## src/rtl/label_overlay_renderer.sv

```systemverilog
// Label overlay renderer: maps VGA pixel coordinates onto rows of the 64x16
// label bitmap ROM and serialises the addressed bit into a per-pixel mask.
// Three-stage pipeline that absorbs the ROM's one-clock registered read.
module label_overlay_renderer #(
    parameter int unsigned X0         = 16,
    parameter int unsigned Y0         = 8,
    parameter int unsigned SCALE_LOG2 = 0,
    parameter int unsigned BLINK_LOG2 = 5
) (
    input  logic        VGA_CLK,
    input  logic        rst_n,
    input  logic [9:0]  pixel_x,
    input  logic [9:0]  pixel_y,
    input  logic        display_enable,
    input  logic        label_sel,
    input  logic        blink_en,
    output logic [5:0]  rom_address,
    input  logic [63:0] rom_data,
    output logic        pixel_on,
    output logic        pixel_de_out
);

    localparam int unsigned BOX_W  = 32'd64 << SCALE_LOG2;
    localparam int unsigned BOX_H  = 32'd16 << SCALE_LOG2;
    localparam int unsigned FCNT_W = BLINK_LOG2 + 1;
    localparam logic [10:0] X_LO   = 11'(X0);
    localparam logic [10:0] X_HI   = 11'(X0 + BOX_W);
    localparam logic [10:0] Y_LO   = 11'(Y0);
    localparam logic [10:0] Y_HI   = 11'(Y0 + BOX_H);

    // The label box must fit inside the 10-bit coordinate space
    if ((X0 + BOX_W > 1024) || (Y0 + BOX_H > 1024) || (SCALE_LOG2 > 2)) begin : g_bad_cfg
        $error("label_overlay_renderer: label box does not fit the 1024x1024 coordinate space");
    end

    logic [5:0]        rom_address_d, rom_address_q;
    logic [5:0]        col_d1_d, col_d1_q, col_d2_d, col_d2_q;
    logic              hit_d1_d, hit_d1_q, hit_d2_d, hit_d2_q;
    logic              de_d1_d, de_d1_q, de_d2_d, de_d2_q;
    logic              pixel_on_d, pixel_on_q;
    logic              pixel_de_out_d, pixel_de_out_q;
    logic              sel_d, sel_q;
    logic [FCNT_W-1:0] frame_cnt_d, frame_cnt_q;

    logic              in_x, in_y, hit, frame_start, blank;
    logic [9:0]        dx, dy;
    logic [5:0]        col;
    logic [3:0]        row;

    // Box hit test, bitmap coordinates and next-state for every pipeline stage
    always_comb begin
        in_x        = ({1'b0, pixel_x} >= X_LO) && ({1'b0, pixel_x} < X_HI);
        in_y        = ({1'b0, pixel_y} >= Y_LO) && ({1'b0, pixel_y} < Y_HI);
        hit         = display_enable & in_x & in_y;
        dx          = pixel_x - 10'(X0);
        dy          = pixel_y - 10'(Y0);
        col         = 6'(dx >> SCALE_LOG2);
        row         = 4'(dy >> SCALE_LOG2);
        frame_start = (pixel_x == 10'd0) && (pixel_y == 10'd0);
        blank       = blink_en & frame_cnt_q[BLINK_LOG2];

        // Stage 1: issue ROM row address, capture column and qualifiers
        rom_address_d = hit ? {1'b0, sel_q, row} : 6'd0;
        col_d1_d      = col;
        hit_d1_d      = hit & ~blank;
        de_d1_d       = display_enable;

        // Stage 2: wait out the ROM read
        col_d2_d = col_d1_q;
        hit_d2_d = hit_d1_q;
        de_d2_d  = de_d1_q;

        // Stage 3: bit 63 is the leftmost pixel, so index 63-col == ~col
        pixel_on_d     = hit_d2_q & rom_data[~col_d2_q];
        pixel_de_out_d = de_d2_q;

        // Label selection and blink counter only advance at frame start
        sel_d       = frame_start ? label_sel : sel_q;
        frame_cnt_d = frame_start ? frame_cnt_q + FCNT_W'(1) : frame_cnt_q;
    end

    // Pipeline and frame-state registers
    always_ff @(posedge VGA_CLK or negedge rst_n) begin
        if (!rst_n) begin
            rom_address_q  <= '0;
            col_d1_q       <= '0;
            col_d2_q       <= '0;
            hit_d1_q       <= 1'b0;
            hit_d2_q       <= 1'b0;
            de_d1_q        <= 1'b0;
            de_d2_q        <= 1'b0;
            pixel_on_q     <= 1'b0;
            pixel_de_out_q <= 1'b0;
            sel_q          <= 1'b0;
            frame_cnt_q    <= '0;
        end else begin
            rom_address_q  <= rom_address_d;
            col_d1_q       <= col_d1_d;
            col_d2_q       <= col_d2_d;
            hit_d1_q       <= hit_d1_d;
            hit_d2_q       <= hit_d2_d;
            de_d1_q        <= de_d1_d;
            de_d2_q        <= de_d2_d;
            pixel_on_q     <= pixel_on_d;
            pixel_de_out_q <= pixel_de_out_d;
            sel_q          <= sel_d;
            frame_cnt_q    <= frame_cnt_d;
        end
    end

    assign rom_address  = rom_address_q;
    assign pixel_on     = pixel_on_q;
    assign pixel_de_out = pixel_de_out_q;

endmodule

```

## config.mk

```make
export PLATFORM = sky130hd
export DESIGN_NAME = label_overlay_renderer
export DESIGN_NICKNAME = d
export VERILOG_FILES = /design/src/rtl/label_overlay_renderer.sv
export SDC_FILE = /design/constraint.sdc
export NUM_CORES = 1
export LEC_CHECK = 0
export BUFFER_PORTS_ARGS = -buffer_cell sky130_fd_sc_hd__buf_4
export CAP_MARGIN = 20
export CORE_MARGIN = 2
export CORE_UTILIZATION = 46
export CTS_CLUSTER_SIZE = 16
export DETAILED_ROUTE_END_ITERATION = 8
export GPL_TIMING_DRIVEN = 0
export PLACE_DENSITY = 0.88
export REMOVE_ABC_BUFFERS = 1
export SYNTH_ARGS = -nofsm -noshare
export SYNTH_HDL_FRONTEND = slang
export SYNTH_SLANG_ARGS = --single-unit
```

## constraint.sdc

```tcl
create_clock -name VGA_CLK -period 4.9 [get_ports VGA_CLK]
set_input_delay 0.735 -clock VGA_CLK [delete_from_list [all_inputs] [get_ports VGA_CLK]]
set_output_delay 0.735 -clock VGA_CLK [all_outputs]
set_load 0.1 [all_outputs]
```

==> qor.csv, run 1 <==
metric,value,unit
antenna_found_initial,0,
tns,0,ns
die_w,62.6,um
tightest_slew,0.751,ns
worstPathMaxFanout,15,
final_common_cell,buf_4,
max-cap-violations,0,
layout.nets,296,
startpoint,col_d2_q[1],
vdd_drop_max,0.000178,V
final_max_slew_viol_count,0,
route.detailed.drc,0,
die_area,3920,um2
slowest_delay,0.84,ns
clk_pin_slew_worst_paths,0.10,ns
p_leak,1.18,nW
post_cts_buffers,0,
grt_pass1_vias,1462,
ys_ff_latch,30,
dr.pass1.iters,2,
worst_r2r_startpoint,col_d2_q[1],
rr_worst_depth,4,
worst-path-stages,4,
drive_gt1_share,57.6,%
grt-ovfl-total,0,
p_int,0.000398,W
p_comb_share,20.4,%
synth_cell_types,29,
cp-end-kind,flip-flop,
p_sw_share,24.0,%
yosys-top-cells-area,"dfrtp_1 (47%), mux4_2 (19%), mux4_1 (6.6%)",
fmax,433,MHz
fin_ws,2.59,ns
hold_violations,0,
final_antenna_net_count,0,
antenna_cells,0,
rsz0062_at_grt,false,
core,3310,um2
critical_path_class,reg2reg,
required,5.11,ns
p_per_area,220,nW/um2
cp_top_family,multiplexers,
fin_util,71.8,%
first_iter_violations,46,
period_needed,2.31,ns
max-slew-margin-rel,49.9,%
total_power,0.000523,W
start_util,47.8,%
hold_class,in2async,
syn-cell-area,1580,um2
cts_sinks,30,
fin_skew,0.00930,ns
htree_levels,2,
p_switching,0.000125,W
cts_tree,yes,
synth_seq_area_share,47.5,%
die_h,62.6,um
cts_resized,0,
synth_top_cell_area_share,47.5,%
period_share,47.2,%
cts_made_buffers,5,
clk_path_buf_depth,2,
cts-root-buf,clkbuf_4,
outcome,"finished, final reports clean",
final_cell_mix,"buf_4 (95), dfrtp_1 (30), mux4_2 (13)",
post-place-ws,2.52,ns
p_clk_share,29.1,%
clk_latency,0.32,ns
drt_wl_total,3680,um
vias,1298,
yosys_warnings,0,
crit_buf_inv,0,
place_congestion,0.788,
synthToLayoutAreaGrowth,50.2,%
vias_per_cell,5.17,
avgSynthCellArea,14.6,um2
power_frac_seq,50.5,%
wl_per_cell,14.6,um
postCtsHoldBufs,0,
worstSetupStartpointType,flip-flop,
cp.arrival,2.52,ns
grt_start_max_net_pins,31,
grtUsageTotal,20.7,%
grt_first_pass_wirelength,6350,um
rows,21,
path_cells,"mux4_1, mux4_2, nor2b_1, o22ai_1",
syn_inst,108,
io_pins,97,
yosysTopAreaCell,dfrtp_1,
hpwl,3050,um
portBuffers,95,
crit_slowest_cell,dfrtp_1,
setup_viol,0,
## power groups by stage
stage | clock (W) | sequential [W] | combinational, W
after CTS | 0.000157 | 0.000265 | 0.000108
after global routing | 0.000167 | 0.000266 | 0.000115
after floorplan | 0 | 0.000270 | 0.0000404
after global placement | 0 | 0.000269 | 0.000105
final | 0.000152 | 0.000264 | 0.000107
after detailed placement | 0 | 0.000270 | 0.000107
## metrics by stage
| step | hold WS (ns) | cells | cell area (um2) |
|---|---|---|---|
| floorplan | 0.331 | 102 | 1540 |
| global placement | 0.333 | 243 | 2310 |
| detailed placement | 0.335 | 243 | 2310 |
| CTS | 0.310 | 251 | 2380 |
| global route | 0.324 | 251 | 2380 |
| finish | 0.308 | 251 | 2380 |
## registers in the layout, indices dropped and copies added (netlist names), 5 cells and up
name,count
col_d1_q,6
col_d2_q,6
frame_cnt_q,6
rom_address,5
## layer usage
layer  track usage (%)  routed length, um  vias up
li1                  -                  -      603
met1              23.2               1450      616
met2              37.5               1860       73
met3              5.95                324        6
met4              7.22                 49        0
met5                 0                  0        -
## worst paths after layout
path                                   to  slack [ns]
min in group VGA_CLK             hit_d2_q        0.35
max in group asynchronous  frame_cnt_q[0]        4.33
max reg2reg                      pixel_on        2.59
min                        frame_cnt_q[3]        0.31
max                              pixel_on        2.59
min reg2reg                      hit_d2_q        0.35
## layout make-up
type                       instances  area [um2]
tap                               46        57.6
clock buffer                       6        51.3
inverter                           4        15.0
fill                             269         935
sequential                        30         751
multi-input combinational         68         776
clock inverter                     2        12.5
timing repair buffer              95         713
## Yosys cell counts
| cell | n |
|---|---|
| buf_4 | 2 |
| o21ai_0 | 1 |
| nand4_1 | 2 |
| ha_1 | 3 |
| inv_1 | 4 |
| xor2_1 | 1 |
| nor3_1 | 3 |
| nor2b_1 | 2 |
| nand2_1 | 5 |
| dfrtp_1 | 30 |
| and2_1 | 4 |
| a21oi_1 | 1 |
| mux2_2 | 2 |
| nand4b_1 | 1 |
| mux4_2 | 13 |
| buf_2 | 2 |
| mux2i_1 | 10 |
| xnor2_1 | 4 |
| a221oi_1 | 1 |
| and3_1 | 1 |
| nand2b_1 | 1 |
| a21boi_0 | 1 |
| clkbuf_1 | 1 |
| conb_1 | 1 |
| o22ai_1 | 1 |
| nor2_1 | 2 |
| buf_6 | 1 |
| nor4_1 | 4 |
| mux4_1 | 4 |
## kinds of logic (layout without fill, tap and decap cells)
group	Yosys count	in the layout	share of synthesized area [%]
adder cells (fa/ha/maj)	3	3	2.37
flip-flops	30	30	47.5
AO/OA/AOI/OAI	5	5	2.06
other	1	1	0.237
buffers and inverters	10	107	3.48
XOR/XNOR	5	5	2.77
AND/OR/NAND/NOR	25	25	8.70
multiplexers	29	29	32.9
Note: power is estimated with default switching activity, not from simulation.
==> run 2, diff against run 1 <==
--- a/config.mk
+++ b/config.mk
@@ -8,11 +8,11 @@
 export BUFFER_PORTS_ARGS = -buffer_cell sky130_fd_sc_hd__buf_4
 export CAP_MARGIN = 20
 export CORE_MARGIN = 2
-export CORE_UTILIZATION = 46
+export CORE_UTILIZATION = 39
 export CTS_CLUSTER_SIZE = 16
 export DETAILED_ROUTE_END_ITERATION = 8
 export GPL_TIMING_DRIVEN = 0
-export PLACE_DENSITY = 0.88
+export PLACE_DENSITY = 0.8
 export REMOVE_ABC_BUFFERS = 1
 export SYNTH_ARGS = -nofsm -noshare
 export SYNTH_HDL_FRONTEND = slang
==> constraint.sdc (replaced) <==
create_clock -name VGA_CLK -period 1.9 [get_ports VGA_CLK]
set_input_delay 0.285 -clock VGA_CLK [delete_from_list [all_inputs] [get_ports VGA_CLK]]
set_output_delay 0.285 -clock VGA_CLK [all_outputs]
set_load 0.1 [all_outputs]
==> qor.csv, run 2 (synthesis gave the netlist of run 1 again) <==
metric,value,unit,change
path_cells,"mux4_2, mux4_2, nor2b_1, o22ai_1",,
grt_start_max_net_pins,31,,unchanged
register_area,757,um2,+0.83%
crit_buf_inv,0,,unchanged
antenna_found_initial,0,,unchanged
cp-end-kind,flip-flop,,
cts_sinks,30,,unchanged
rsz0062_at_grt,false,,
fmax,548,MHz,+27%
first_iter_violations,31,,-33%
vias_per_cell,4.94,,-4.5%
outcome,"finished, final reports clean",,
vdd_drop_max,0.000491,V,+170%
top_usage_layer,met2,,
cp_common_cell,mux4_2,,
synthToLayoutAreaGrowth,54.4,%,
core,3940,um2,+19%
cp_top_family,multiplexers,,
critical_path_class,reg2reg,,
p_clk_share,34.2,%,+5.1 points
p_leak,1.20,nW,+1.4%
use_met2,29.4,%,-8.1 points
reg_top3,"col_d1_q (6), col_d2_q (6), frame_cnt_q (6)",,
p_int,0.00115,W,+190%
final_max_slew_viol_count,0,,unchanged
die_w,67.7,um,+8.1%
start_util,40.1,%,-7.7 points
clk_latency,0.27,ns,-0.05 ns
period_share,96.1,%,+49 points
final_common_cell,buf_4,,
htree_levels,2,,unchanged
postLayoutCellArea,2440,um2,+2.7%
die_area,4580,um2,+17%
hold_violations,0,,unchanged
multi_input_area,764,um2,-1.5%
max-slew-margin-rel,65.7,%,+16 points
final_cell_mix,"buf_4 (96), dfrtp_1 (27), mux4_2 (16)",,
worstSetupStartpointType,flip-flop,,
period_needed,1.83,ns,-0.485 ns
power_frac_seq,46.1,%,-4.4 points
slowest_delay,0.52,ns,-0.32 ns
grtUsageMet3,8.83,%,+2.9 points
grt-ovfl-total,0,,unchanged
place_congestion,0.729,,-7.5%
route.detailed.drc,0,,unchanged
layout.nets,299,,+1.0%
use_met1,16.6,%,-6.5 points
hold_class,in2reg,,
required,2.06,ns,-3.05 ns
vias,1274,,-1.8%
drt_wl_total,3760,um,+2.3%
p_sw_share,22.1,%,-1.8 points
cts-root-buf,clkbuf_8,,
worstPathMaxFanout,5,,-10
stdcell_count,258,,+2.8%
p_per_area,605,nW/um2,+170%
final_antenna_net_count,0,,unchanged
placed_cell_area,2320,um2,+0.22%
grt_pass1_vias,1268,,-13%
grtUsageTotal,17.0,%,-3.7 points
fin_skew,0.00246,ns,-0.00683 ns
cts_made_buffers,5,,unchanged
cts_tree,yes,,
grt_first_pass_wirelength,5510,um,-13%
clk_path_buf_depth,2,,unchanged
die_h,67.7,um,+8.1%
antenna_cells,0,,unchanged
p_comb_share,19.7,%,-0.7 points
hpwl,3000,um,-1.5%
crit_slowest_cell,mux4_2,,
setup_viol,0,,unchanged
wl_per_cell,14.6,um,-0.46%
rows,23,,+9.5%
whs,0.127,ns,-0.181 ns
fillers,326,,+21%
io_pins,97,,unchanged
cp.arrival,1.98,ns,-0.54 ns
max-cap-violations,0,,unchanged
tightest_slew,0.513,ns,-0.239 ns
p_switching,0.000326,W,+160%
dp.cells,247,,+1.6%
drive_gt1_share,60.1,%,+2.5 points
portBuffers,95,,unchanged
dr.pass1.iters,4,,+2
clk_pin_slew_worst_paths,0.06,ns,-0.04 ns
==> run 2: repair_timing <==
| action | 4_1_cts | 5_1_grt |
|---|---|---|
| resized for setup | 3 | 5 |
| hold buffers | 1 | 0 |
| setup endpoints to repair | 1 | 1 |
| hold endpoints to repair | 30 | 0 |
| buffers inserted | 1 | 1 |
==> run 2: final cells by class <==
cell class / count / area share (%)
multi-input combinational: 68 / 31.3
sequential: 30 / 31.0
timing repair buffer: 98 / 30.8
clock buffer: 7 / 3.54
tap: 50 / 2.56
inverter: 4 / 0.615
clock inverter: 1 / 0.205
==> run 2: worst paths after layout <==
kind	depth (start not counted)	startpoint	to	slack [ns]
min in group asynchronous	2	rst_n	frame_cnt_q[1]	0.47
max in group asynchronous	2	rst_n	col_d2_q[1]	1.14
worst min register to register	0	col_d1_q[4]	col_d2_q[4]	0.35
worst max-delay path	4	col_d2_q[1]	pixel_on	0.07
worst min-delay path	1	display_enable	de_d1_q	0.13
worst max register to register	4	col_d2_q[1]	pixel_on	0.07
==> run 2: through the flow <==
stage	setup TNS [ns]	setup slack [ns]	util, %	power, W
6_report	0	0.0740	61.9	0.00148
3_5_place_dp	-0.408	-0.408	58.8	0.000975
2_1_floorplan	-0.179	-0.179	-	0.000801
5_1_grt	0	0.00194	61.9	0.00156
3_3_place_gp	-0.430	-0.430	58.8	0.000970
4_1_cts	0	0.0282	62.0	0.00150
==> run 2: routing by layer <==
layer | wire, um | up-vias
met5 | 0 | -
met2 | 1800 | 79
met3 | 608 | 4
met4 | 36 | 0
li1 | - | 606
met1 | 1310 | 585
==> run 2: power groups by stage <==
| stage | Combinational, W | Sequential, W | Clock (W) |
|---|---|---|---|
| final | 0.000291 | 0.000680 | 0.000504 |
| after global placement | 0.000275 | 0.000695 | 0 |
| after floorplan | 0.000104 | 0.000697 | 0 |
| after CTS | 0.000292 | 0.000680 | 0.000531 |
| after global routing | 0.000315 | 0.000683 | 0.000562 |
| after detailed placement | 0.000280 | 0.000695 | 0 |
